==> src/rtl/alu_seq_pkg.sv <==
// Shared opcode, state and flag definitions for the handshaked ALU.
package alu_seq_pkg;

    localparam logic [1:0] U_RSV   = 2'b00;
    localparam logic [1:0] U_ARITH = 2'b01;
    localparam logic [1:0] U_LOGIC = 2'b10;
    localparam logic [1:0] U_MULTI = 2'b11;

    localparam logic [1:0] OP_ADD = 2'b00;
    localparam logic [1:0] OP_SUB = 2'b01;
    localparam logic [1:0] OP_INC = 2'b10;
    localparam logic [1:0] OP_DEC = 2'b11;

    localparam logic [1:0] OP_AND = 2'b00;
    localparam logic [1:0] OP_OR  = 2'b01;
    localparam logic [1:0] OP_XOR = 2'b10;
    localparam logic [1:0] OP_NOT = 2'b11;

    localparam logic [1:0] OP_MUL = 2'b00;
    localparam logic [1:0] OP_SLL = 2'b01;
    localparam logic [1:0] OP_SRL = 2'b10;
    localparam logic [1:0] OP_SRA = 2'b11;

    typedef enum logic [1:0] {
        S_IDLE = 2'b00,
        S_BUSY = 2'b01,
        S_DONE = 2'b10
    } state_t;

    typedef struct packed {
        logic [1:0] unit;
        logic [1:0] op;
    } opcode_t;

endpackage

==> src/rtl/alu_comb.sv <==
// Single-cycle arithmetic/logic datapath with carry and overflow generation.
module alu_comb
    import alu_seq_pkg::*;
#(
    parameter int unsigned W = 32
) (
    input  logic [W-1:0] a,
    input  logic [W-1:0] b,
    input  opcode_t      f,
    output logic [W-1:0] res_c,
    output logic         c_c,
    output logic         o_c
);

    logic [W-1:0] opb;
    logic         cin;
    logic [W:0]   sum;

    // Every arithmetic op is a + opb + cin; subtraction uses the inverted operand.
    always_comb begin
        opb = b;
        cin = 1'b0;
        case (f.op)
            OP_ADD: begin opb = b;          cin = 1'b0; end
            OP_SUB: begin opb = ~b;         cin = 1'b1; end
            OP_INC: begin opb = W'(1);      cin = 1'b0; end
            OP_DEC: begin opb = ~(W'(1));   cin = 1'b1; end
            default: ;
        endcase
        sum = {1'b0, a} + {1'b0, opb} + (W+1)'(cin);
    end

    always_comb begin
        res_c = '0;
        c_c   = 1'b0;
        o_c   = 1'b0;
        case (f.unit)
            U_ARITH: begin
                res_c = sum[W-1:0];
                c_c   = sum[W];
                o_c   = (a[W-1] == opb[W-1]) && (sum[W-1] != a[W-1]);
            end
            U_LOGIC: begin
                case (f.op)
                    OP_AND:  res_c = a & b;
                    OP_OR:   res_c = a | b;
                    OP_XOR:  res_c = a ^ b;
                    default: res_c = ~a;
                endcase
            end
            default: ;
        endcase
    end

endmodule

==> src/rtl/alu_seq.sv <==
// Handshaked ALU: single-cycle ops via alu_comb, iterative multiply and bit-serial shifts.
module alu_seq
    import alu_seq_pkg::*;
#(
    parameter int unsigned W      = 32,
    parameter bit          MUL_EN = 1'b1
) (
    input  logic         clk,
    input  logic         rst_n,
    input  logic         in_valid,
    output logic         in_ready,
    input  logic [W-1:0] A,
    input  logic [W-1:0] B,
    input  logic [3:0]   f,
    output logic         out_valid,
    input  logic         out_ready,
    output logic [W-1:0] S,
    output logic         sig_Z,
    output logic         sig_C,
    output logic         sig_O,
    output logic         sig_N
);

    localparam int unsigned AW = $clog2(W);
    localparam int unsigned CW = $clog2(W + 1);

    opcode_t          op_in;
    state_t           state_q, state_d;
    logic [CW-1:0]    cnt_q;
    logic [1:0]       op_q;
    logic [W-1:0]     mcand_q;
    logic [2*W-1:0]   prod_q;
    logic [AW-1:0]    amt;
    logic             is_mul, is_shift, go_busy;
    logic [W-1:0]     comb_res;
    logic             comb_c, comb_o;
    logic [W:0]       mul_sum;
    logic [2*W-1:0]   prod_step;
    logic             sh_out;
    logic             load;
    logic [W-1:0]     res_d;
    logic             c_d, o_d;

    assign op_in    = opcode_t'(f);
    assign amt      = B[AW-1:0];
    assign is_mul   = MUL_EN && (op_in.unit == U_MULTI) && (op_in.op == OP_MUL);
    assign is_shift = (op_in.unit == U_MULTI) && (op_in.op != OP_MUL);
    assign go_busy  = is_mul || (is_shift && (amt != '0));

    alu_comb #(.W(W)) u_comb (
        .a     (A),
        .b     (B),
        .f     (op_in),
        .res_c (comb_res),
        .c_c   (comb_c),
        .o_c   (comb_o)
    );

    // One iteration: shift-add on {hi,lo} for MUL, one-bit shift of lo otherwise.
    always_comb begin
        mul_sum   = {1'b0, prod_q[2*W-1:W]} + (prod_q[0] ? {1'b0, mcand_q} : '0);
        prod_step = prod_q;
        sh_out    = 1'b0;
        case (op_q)
            OP_MUL: prod_step = {mul_sum, prod_q[W-1:1]};
            OP_SLL: begin
                prod_step[W-1:0] = {prod_q[W-2:0], 1'b0};
                sh_out           = prod_q[W-1];
            end
            OP_SRL: begin
                prod_step[W-1:0] = {1'b0, prod_q[W-1:1]};
                sh_out           = prod_q[0];
            end
            default: begin
                prod_step[W-1:0] = {prod_q[W-1], prod_q[W-1:1]};
                sh_out           = prod_q[0];
            end
        endcase
    end

    // Result/flag selection for the cycle that enters DONE.
    always_comb begin
        load  = 1'b0;
        res_d = comb_res;
        c_d   = comb_c;
        o_d   = comb_o;
        if (state_q == S_IDLE && in_valid && !go_busy) begin
            load = 1'b1;
            if (is_shift) begin
                res_d = A;
                c_d   = 1'b0;
                o_d   = 1'b0;
            end
        end else if (state_q == S_BUSY && cnt_q == CW'(1)) begin
            load  = 1'b1;
            res_d = prod_step[W-1:0];
            if (op_q == OP_MUL) begin
                c_d = |prod_step[2*W-1:W];
                o_d = |prod_step[2*W-1:W];
            end else begin
                c_d = sh_out;
                o_d = 1'b0;
            end
        end
    end

    always_comb begin
        state_d = state_q;
        case (state_q)
            S_IDLE: if (in_valid) state_d = go_busy ? S_BUSY : S_DONE;
            S_BUSY: if (cnt_q == CW'(1)) state_d = S_DONE;
            S_DONE: if (out_ready) state_d = S_IDLE;
            default: state_d = S_IDLE;
        endcase
    end

    always_ff @(posedge clk or negedge rst_n) begin
        if (!rst_n) begin
            state_q   <= S_IDLE;
            out_valid <= 1'b0;
            in_ready  <= 1'b1;
        end else begin
            state_q   <= state_d;
            out_valid <= (state_d == S_DONE);
            in_ready  <= (state_d == S_IDLE);
        end
    end

    always_ff @(posedge clk or negedge rst_n) begin
        if (!rst_n) begin
            cnt_q   <= '0;
            op_q    <= '0;
            mcand_q <= '0;
            prod_q  <= '0;
            S       <= '0;
            sig_Z   <= 1'b0;
            sig_C   <= 1'b0;
            sig_O   <= 1'b0;
            sig_N   <= 1'b0;
        end else begin
            if (state_q == S_IDLE && in_valid) begin
                op_q    <= op_in.op;
                mcand_q <= A;
                prod_q  <= is_mul ? {W'(0), B} : {W'(0), A};
                cnt_q   <= is_mul ? CW'(W) : CW'(amt);
            end else if (state_q == S_BUSY) begin
                prod_q <= prod_step;
                cnt_q  <= cnt_q - CW'(1);
            end
            if (load) begin
                S     <= res_d;
                sig_Z <= (res_d == '0);
                sig_C <= c_d;
                sig_O <= o_d;
                sig_N <= res_d[W-1];
            end
        end
    end

endmodule

==> config.mk <==
export PLATFORM = sky130hd
export DESIGN_NAME = alu_seq
export DESIGN_NICKNAME = d
export VERILOG_FILES = /design/src/rtl/alu_seq_pkg.sv /design/src/rtl/alu_comb.sv /design/src/rtl/alu_seq.sv
export SDC_FILE = /design/constraint.sdc
export NUM_CORES = 1
export LEC_CHECK = 0
export BUFFER_PORTS_ARGS = -buffer_cell sky130_fd_sc_hd__buf_2
export CAP_MARGIN = 5
export CELL_PAD_IN_SITES_DETAIL_PLACEMENT = 0
export CELL_PAD_IN_SITES_GLOBAL_PLACEMENT = 1
export CORE_ASPECT_RATIO = 1.75
export CORE_MARGIN = 4
export CORE_UTILIZATION = 42
export CTS_CLUSTER_SIZE = 16
export DETAILED_ROUTE_END_ITERATION = 10
export PLACE_DENSITY_LB_ADDON = 0.3
export SLEW_MARGIN = 20
export SYNTH_ARGS = -nofsm -noshare
export SYNTH_HDL_FRONTEND = slang
export SYNTH_HIERARCHICAL = 1
export SYNTH_SLANG_ARGS = --single-unit
==> constraint.sdc <==
create_clock -name clk -period 3.25 [get_ports clk]
set_input_delay 0.1625 -clock clk [delete_from_list [all_inputs] [get_ports clk]]
set_output_delay 0.1625 -clock clk [all_outputs]
set_load 0.02 [all_outputs]
==> results of run 1 <==
==> logic make-up (layout without fill, tap and decap cells) <==
kind of cell	Yosys count	after routing	share of synthesized area, %
xor+xnor	81	81	4.98
flops	143	143	25.1
buf+inv	217	660	6.17
mux	58	58	5.84
compound gates	497	497	22.8
other cells	0	1	0
fa+ha+maj	134	134	11.9
simple gates	747	747	23.2
==> worst reg2reg max path, delay by kind of cell (launching register included) <==
kind / cells / cell delay [ns]
adders and majority gates: 1 / 0.29
AOI/OAI and AO/OA: 6 / 1.21
xor gates and xnor gates: 1 / 0.21
DFF: 1 / 0.41
and+or+nand+nor: 4 / 0.94
buffers and inverters: 2 / 0.33
==> power by group through the flow <==
| stage | sequential, mW | combinational [mW] | clock [mW] |
|---|---|---|---|
| floorplan | 3.21 | 4.06 | 0 |
| global placement | 3.08 | 7.03 | 0 |
| detailed placement | 3.11 | 7.13 | 0 |
| CTS | 3.09 | 7.44 | 1.99 |
| global route | 3.18 | 8.30 | 2.06 |
| finish | 3.10 | 7.61 | 1.95 |
==> through the flow <==
| stage | hold slack [ns] | util [%] |
|---|---|---|
| floorplan | -0.133 | - |
| global placement | 0.196 | 53.6 |
| detailed placement | 0.197 | 53.6 |
| CTS | 0.0159 | 56.7 |
| global route | 0.0635 | 57.2 |
| finish | 0.0443 | 57.2 |
==> metal layers <==
layer,vias up,part of all wire (%)
li1,7412,-
met1,7280,37
met2,398,53
met3,159,3.1
met4,0,6.8
met5,-,0
==> worst max-delay path by stage <==
| stage | end | slack (ns) | cells past startpoint |
|---|---|---|---|
| floorplan | sig_Z | -0.51 | 20 |
| detailed placement | sig_Z | -0.81 | 22 |
| global route | sig_O | -0.37 | 14 |
| finish | sig_O | -0.25 | 14 |
| CTS | sig_O | -0.20 | 14 |
| global placement | sig_Z | -0.78 | 22 |
==> synthesized netlist by cell type, types with 32 or more instances <==
cell type / number
dfrtp_1: 142
o21ai_0: 142
mux2i_1: 37
xnor2_1: 60
inv_1: 108
nand2_1: 293
a21oi_1: 125
nand4_1: 32
ha_1: 131
nand2b_1: 38
clkbuf_1: 77
and2_1: 40
nor2_1: 254
==> repair_timing <==
action                                  in CTS  in global routing
pin swaps                                   37                 12
endpoints found under the setup margin       9                  9
hold buffers                                 1                  0
resized for setup                           74                 23
hold endpoints to repair                    61                  0
buffers inserted                            10                  5
==> registers in the layout (all words and copies together), names as in the netlist <==
register   flops
mcand_q       32
S             32
cnt_q          6
sig_O          1
prod_q        64
in_ready       1
out_valid      1
sig_C          1
op_q           2
sig_Z          1
state_q        2
==> final cells by class <==
cell class / instances / area (µm²) / share of cell area, %
Multi-Input combinational cell: 1517 / 10400 / 53.9
Timing Repair Buffer: 519 / 3720 / 19.3
Sequential cell: 143 / 3580 / 18.6
Tap cell: 455 / 569 / 2.96
Clock buffer: 19 / 443 / 2.30
Inverter: 109 / 409 / 2.13
Clock inverter: 13 / 141 / 0.734
Antenna cell: 1 / 2.50 / 0.0130
==> reports/qor.txt, run 1 <==
POWER AND IR DROP
----------------------------------------------------------------------------------------------------
Cell-internal power                                                                          6.97 mW
Total power per unit cell area                                                            658 nW/µm²
Sequential cell fraction of total power                                                        24.5%
Share of total power consumed by net switching                                                 45.0%
Combinational share of power                                                                   60.1%
Max IR drop VDD                                                                               441 µV
Leakage power figure                                                                         9.18 nW
Power, Total                                                                                 12.7 mW
Power share of the clock group                                                                 15.4%
Switching pwr                                                                                5.69 mW

TIMING
----------------------------------------------------------------------------------------------------
Setup-failing EPs final                                                                            3
Largest clock skew in the final design                                                    0.00945 ns
Total count of max-transition violations in the final report                                       0
Setup repair after global routing missed its margin                                             true
Worst setup slack after layout                                                             -0.253 ns
Time the final worst path needs with I/O delays and setup                                    3.50 ns
Final Hold Viols                                                                                   0
Transition at the pin with the smallest max-transition slack                                0.665 ns
Maximum clock frequency                                                                      285 MHz
Aggregate negative setup slack                                                             -0.466 ns
Fin crit share                                                                                  108%
Headroom to the max-slew limit                                                                 55.6%

CLOCK NETWORK
----------------------------------------------------------------------------------------------------
Worst-Skew Late Latency                                                                      0.43 ns
Clock tree root driver cell                                                                clkbuf_16
CTS tree                                                                                        done
Sinks on Clock Net                                                                               143
CTS buffer count                                                                                  17
Number of buffers on the longest clock path                                                        2
Total number of H-tree levels                                                                      4
Clock-pin slew reported for the worst setup and hold paths after clock tree synthesis        0.06 ns

CRITICAL PATH
----------------------------------------------------------------------------------------------------
Crit path capture type                                                                      register
Category of cells accounting for the largest share of critical-path delay               compound AO/OA/AOI/OAI gates
Worst Setup SP                                                                             prod_q[0]
Critical Path Slowest Stage Cell                                                             dfrtp_1
Critical Path Fanout Max                                                                          14
Buffers & Inverters on Critical Path                                                               2
R2R setup slack                                                                             -0.25 ns
Ordered list of cells on the worst path                                                 buf_6 > and2_1 > ha_1 > a211oi_2 > o211ai_1 > buf_4 > a211oi_4 > o21bai_1 > xor2_1 > or3_4 > o22ai_4 > nand4_1 > nor4_4 > o31ai_1
Slowest stage delay, CP                                                                      0.41 ns
Crit Reg-Reg Startpoint                                                                    prod_q[0]
Worst Path Arrival                                                                           3.81 ns
Critical Path RT                                                                             3.56 ns
Worst reg2reg path depth                                                                          14
End of the worst register-to-register path                                                     sig_O
Startpoint-to-endpoint class of the critical path                                         reg -> reg
Worst setup SP type                                                                         register

DIE
----------------------------------------------------------------------------------------------------
Chip width                                                                                    147 µm
Die area                                                                                   37100 µm²
Height of the die                                                                             252 µm
Starting Density                                                                               42.4%
Io pins                                                                                          110
Rows                                                                                              89
Core region area                                                                           33600 µm²

FLOW RUN
----------------------------------------------------------------------------------------------------
Number of max-cap violations                                                                       0

HOLD PATH
----------------------------------------------------------------------------------------------------
Worst-case hold path end point                                                             out_valid
Cell depth of the worst min-delay path                                                             3
Startpoint of the worst hold path                                                          out_ready
Path class of the lowest-slack min-delay path                                              in -> reg

CELLS AND AREA
----------------------------------------------------------------------------------------------------
Commonest non-fill, non-tap cell in the layout                                                 buf_4
Non-filler cells, final                                                                         2776
Post-route cell area                                                                       19200 µm²
Number of filler cells placed in the layout                                                     3213
Synth-to-Final Area Change                                                                     35.0%
Nets                                                                                            2513
Most frequent cells in the layout                                                       buf_4, nand2_1, nor2_1
Layout cells sized above 1                                                                     29.2%

DRT
----------------------------------------------------------------------------------------------------
Total via count in the routed design                                                           15200
Post-detailed-route via-to-cell ratio                                                           5.49
1st-iter DRT viols                                                                               758
Number of iterations in the first detailed-routing pass                                            5
Number of nets with antenna violations after detailed routing                                      0
Total detailed-routing wirelength                                                            53.0 mm
Average wire per standard cell                                                               19.1 µm
Post-route DRC                                                                                     0

SYNTH
----------------------------------------------------------------------------------------------------
Async S/R FF share, synth                                                                       100%
Seq cells post-synth                                                                             143
Cell count after synthesis                                                                      1877
Cell area after synthesis                                                                  14300 µm²
Synth Warn #                                                                                       6
Share of the yosys chip area belonging to registers                                            25.1%
Post-synth top area cell                                                                     dfrtp_1
Top-area cell type share of the netlist area                                                   24.9%
Post-synthesis area per instance                                                            7.60 µm²
Number of distinct standard cells referenced by the synthesized netlist                           86
Number of enable flip-flop cells after synthesis                                                   0
Most instantiated flip-flop cell in the synthesis netlist                                    dfrtp_1
Total nets after synthesis                                                                      2083
Top post-synthesis cells by area                                                        dfrtp_1, ha_1, nand2_1

GLOBAL ROUTE
----------------------------------------------------------------------------------------------------
Number of global-route vias before repair                                                      15800
Met3 layer usage reported by global route                                                      2.57%
First-pass GRT wire length                                                                   82.8 mm
Global route overflow                                                                              0
Largest net degree at the start of global routing                                                 82
Initial antenna violation count                                                                    1
Met2 demand-to-capacity share in global routing                                                53.3%
GR met1 Demand/Resource                                                                        30.4%
Total routing resource utilization after global routing                                        28.3%
Most used routing layer in global routing                                                       met2

OUTCOME
----------------------------------------------------------------------------------------------------
Result of the run                                                                       complete, but fails checks
Violations in the final reports                                                         negative setup slack

PLACEMENT
----------------------------------------------------------------------------------------------------
Number of buffers inserted by port buffering                                                     109
Routability congestion estimate from global placement                                          0.994
Cell area after placement                                                                  18000 µm²
Setup Slack @ Placement                                                                    -0.806 ns
Sum of net half-perimeters after detailed placement                                          42.9 mm
Number of placed cells counting well taps                                                       2727

No activity file was read; power rests on OpenSTA's default activity.
==> run 2: changes to the inputs <==
CTS_BUF_LIST = sky130_fd_sc_hd__clkbuf_8 sky130_fd_sc_hd__clkbuf_16   (was default)
==> run 2 against run 1 <==
  * Clock power hardly changed
  * Critical path type unchanged
  * Fmax unchanged
  * Clock skew unchanged
  * Register-to-register slack hardly changed
  * Design area did not move
  * Flip-flop and latch count stayed put
  * Final cell count unchanged
  * The run still ends with negative setup slack left
  * Utilization unchanged
  * Highest routed layer unchanged
  * Wire length unchanged
  * Largest cell class unchanged
==> reports/qor.txt, run 2 (same netlist as run 1, synthesis figures left out) <==
OUTCOME
----------------------------------------------------------------------------------------------------
Result of the run                                                                       complete, but fails checks   unchanged
Violations in the final reports                                                         negative setup slack   unchanged

CELLS AND AREA
----------------------------------------------------------------------------------------------------
Synth-to-Final Area Change                                                                     35.0%   unchanged
Post-route cell area                                                                       19200 µm²   unchanged
Most frequent cells in the layout                                                       buf_4, nand2_1, nor2_1   unchanged
Regs by FF count                                                                        prod_q x64, S x32, mcand_q x32   unchanged
Layout cells sized above 1                                                                     29.2%   unchanged
Flip-flop count of the largest register, all copies and words added                               64   unchanged
Nets                                                                                            2513   unchanged
Register with the most flip-flops                                                             prod_q   unchanged
Commonest non-fill, non-tap cell in the layout                                                 buf_4   unchanged

CRITICAL PATH
----------------------------------------------------------------------------------------------------
End of the worst register-to-register path                                                     sig_O   unchanged
Critical Path RT                                                                             3.56 ns   about the same
Worst setup SP type                                                                         register   unchanged
Critical Path Fanout Max                                                                          14   unchanged
Crit Reg-Reg Startpoint                                                                    prod_q[0]   unchanged
R2R setup slack                                                                             -0.25 ns   about the same
Startpoint-to-endpoint class of the critical path                                         reg -> reg   unchanged
Worst Path Arrival                                                                           3.81 ns   about the same
Crit path capture type                                                                      register   unchanged
Worst reg2reg path depth                                                                          14   unchanged

POWER AND IR DROP
----------------------------------------------------------------------------------------------------
Total power per unit cell area                                                            657 nW/µm²   was 658 nW/µm²
Power, Total                                                                                 12.7 mW   about the same
Max IR drop VDD                                                                               441 µV   unchanged
Leakage power figure                                                                         9.18 nW   about the same

TIMING
----------------------------------------------------------------------------------------------------
Final Hold Viols                                                                                   0   unchanged
Transition at the pin with the smallest max-transition slack                                0.665 ns   unchanged
Headroom to the max-slew limit                                                                 55.6%   unchanged
Total count of max-transition violations in the final report                                       0   unchanged
Final Hold Slack                                                                           0.0443 ns   unchanged
Time the final worst path needs with I/O delays and setup                                    3.50 ns   unchanged
Fin crit share                                                                                  108%   unchanged
Largest clock skew in the final design                                                    0.00945 ns   unchanged
Worst setup slack after layout                                                             -0.253 ns   unchanged
Setup repair after global routing missed its margin                                             true   unchanged
Maximum clock frequency                                                                      285 MHz   unchanged
Setup-failing EPs final                                                                            3   unchanged

DIE
----------------------------------------------------------------------------------------------------
Core region area                                                                           33600 µm²   unchanged
Io pins                                                                                          110   unchanged
Chip width                                                                                    147 µm   unchanged
Height of the die                                                                             252 µm   unchanged
Starting Density                                                                               42.4%   unchanged
Die area                                                                                   37100 µm²   unchanged
Rows                                                                                              89   unchanged

GLOBAL ROUTE
----------------------------------------------------------------------------------------------------
First-pass GRT wire length                                                                   82.8 mm   unchanged
Largest net degree at the start of global routing                                                 82   unchanged
Total routing resource utilization after global routing                                        28.3%   unchanged
Global route overflow                                                                              0   unchanged
Initial antenna violation count                                                                    1   unchanged
Number of global-route vias before repair                                                      15800   unchanged

FLOW RUN
----------------------------------------------------------------------------------------------------
Number of max-cap violations                                                                       0   unchanged

DRT
----------------------------------------------------------------------------------------------------
Total detailed-routing wirelength                                                            53.0 mm   unchanged
Total via count in the routed design                                                           15300   was 15200
Post-detailed-route via-to-cell ratio                                                           5.49   about the same
Post-route DRC                                                                                     0   unchanged
Average wire per standard cell                                                               19.1 µm   unchanged
Number of iterations in the first detailed-routing pass                                            5   unchanged
1st-iter DRT viols                                                                               755   was 758
Number of nets with antenna violations after detailed routing                                      0   unchanged

CLOCK NETWORK
----------------------------------------------------------------------------------------------------
Clock tree root driver cell                                                                clkbuf_16   unchanged
CTS tree                                                                                        done   unchanged
Number of buffers on the longest clock path                                                        2   unchanged
Total number of H-tree levels                                                                      4   unchanged
Worst-Skew Late Latency                                                                      0.43 ns   about the same
CTS buffer count                                                                                  17   unchanged
Clock-pin slew reported for the worst setup and hold paths after clock tree synthesis        0.06 ns   about the same
Sinks on Clock Net                                                                               143   unchanged

PLACEMENT
----------------------------------------------------------------------------------------------------
Cell area after placement                                                                  18000 µm²   unchanged
Number of buffers inserted by port buffering                                                     109   unchanged
Routability congestion estimate from global placement                                          0.994   unchanged
Sum of net half-perimeters after detailed placement                                          42.9 mm   unchanged

HOLD PATH
----------------------------------------------------------------------------------------------------
Cell depth of the worst min-delay path                                                             3   unchanged
Startpoint of the worst hold path                                                          out_ready   unchanged
Path class of the lowest-slack min-delay path                                              in -> reg   unchanged
Worst-case hold path end point                                                             out_valid   unchanged

run 2: cell count changes in the layout (fill, tap and decap cells not counted):
cell,before,now
clkbuf_1,1,0
inv_1,107,108
run 2: per-stage QoR:
stage	worst slack [ns]	setup TNS, ns	utilization (%)	instances
6_report	-0.253	-0.466	57.2	2776
5_1_grt	-0.370	-0.895	57.2	2776
4_1_cts	-0.204	-0.354	56.7	2770
3_5_place_dp	-0.806	-7.51	53.6	2727
3_3_place_gp	-0.778	-6.86	53.6	2727
2_1_floorplan	-0.511	-1.62	-	1877
run 2: cell type report:
type,instances,area (µm²)
fill,3213,14400
timing repair buffer,519,3720
sequential,143,3580
tap,455,569
inverter,109,409
multi-input combinational,1517,10400
clock inverter,14,145
antenna,1,2.50
clock buffer,18,439
run 2: where the power goes:
group          switching, mW  leakage (nW)  internal, mW
clock                  0.806         0.271          1.15
combinational           4.33          7.11          3.28
sequential             0.558          1.80          2.54
run 2: worst max-delay path: stages (launching register included):
cell	delay, ns
dfrtp_1	0.41
buf_6	0.16
and2_1	0.16
ha_1	0.29
a211oi_2	0.24
o211ai_1	0.12
buf_4	0.17
a211oi_4	0.38
o21bai_1	0.15
xor2_1	0.21
or3_4	0.40
o22ai_4	0.23
nand4_1	0.19
nor4_4	0.18
o31ai_1	0.09
run 2: routing by layer:
layer | global-route usage, % | wire length, µm | part of all wire (%) | up-vias
met4 | 16.7 | 3610 | 6.8 | 0
met5 | 0 | 0 | 0 | -
met1 | 30.4 | 19700 | 37 | 7283
met2 | 53.3 | 28100 | 53 | 396
li1 | - | - | - | 7412
met3 | 2.57 | 1660 | 3.1 | 159
run 2: timing repair:
item,in CTS,in global routing
resized for setup,74,23
hold buffers,1,0
endpoints found under the setup margin,9,9
endpoints found under the hold margin,61,0
pin swaps,37,12
setup buffers,10,5
run 2: worst max-delay path by stage:
stage | slack (ns) | startpoint | to
after global routing | -0.37 | prod_q[0] | sig_O
final | -0.25 | prod_q[0] | sig_O
after detailed placement | -0.81 | f[1] | sig_Z
after CTS | -0.20 | prod_q[0] | sig_O
after floorplan | -0.51 | f[1] | sig_Z
after global placement | -0.78 | f[1] | sig_Z
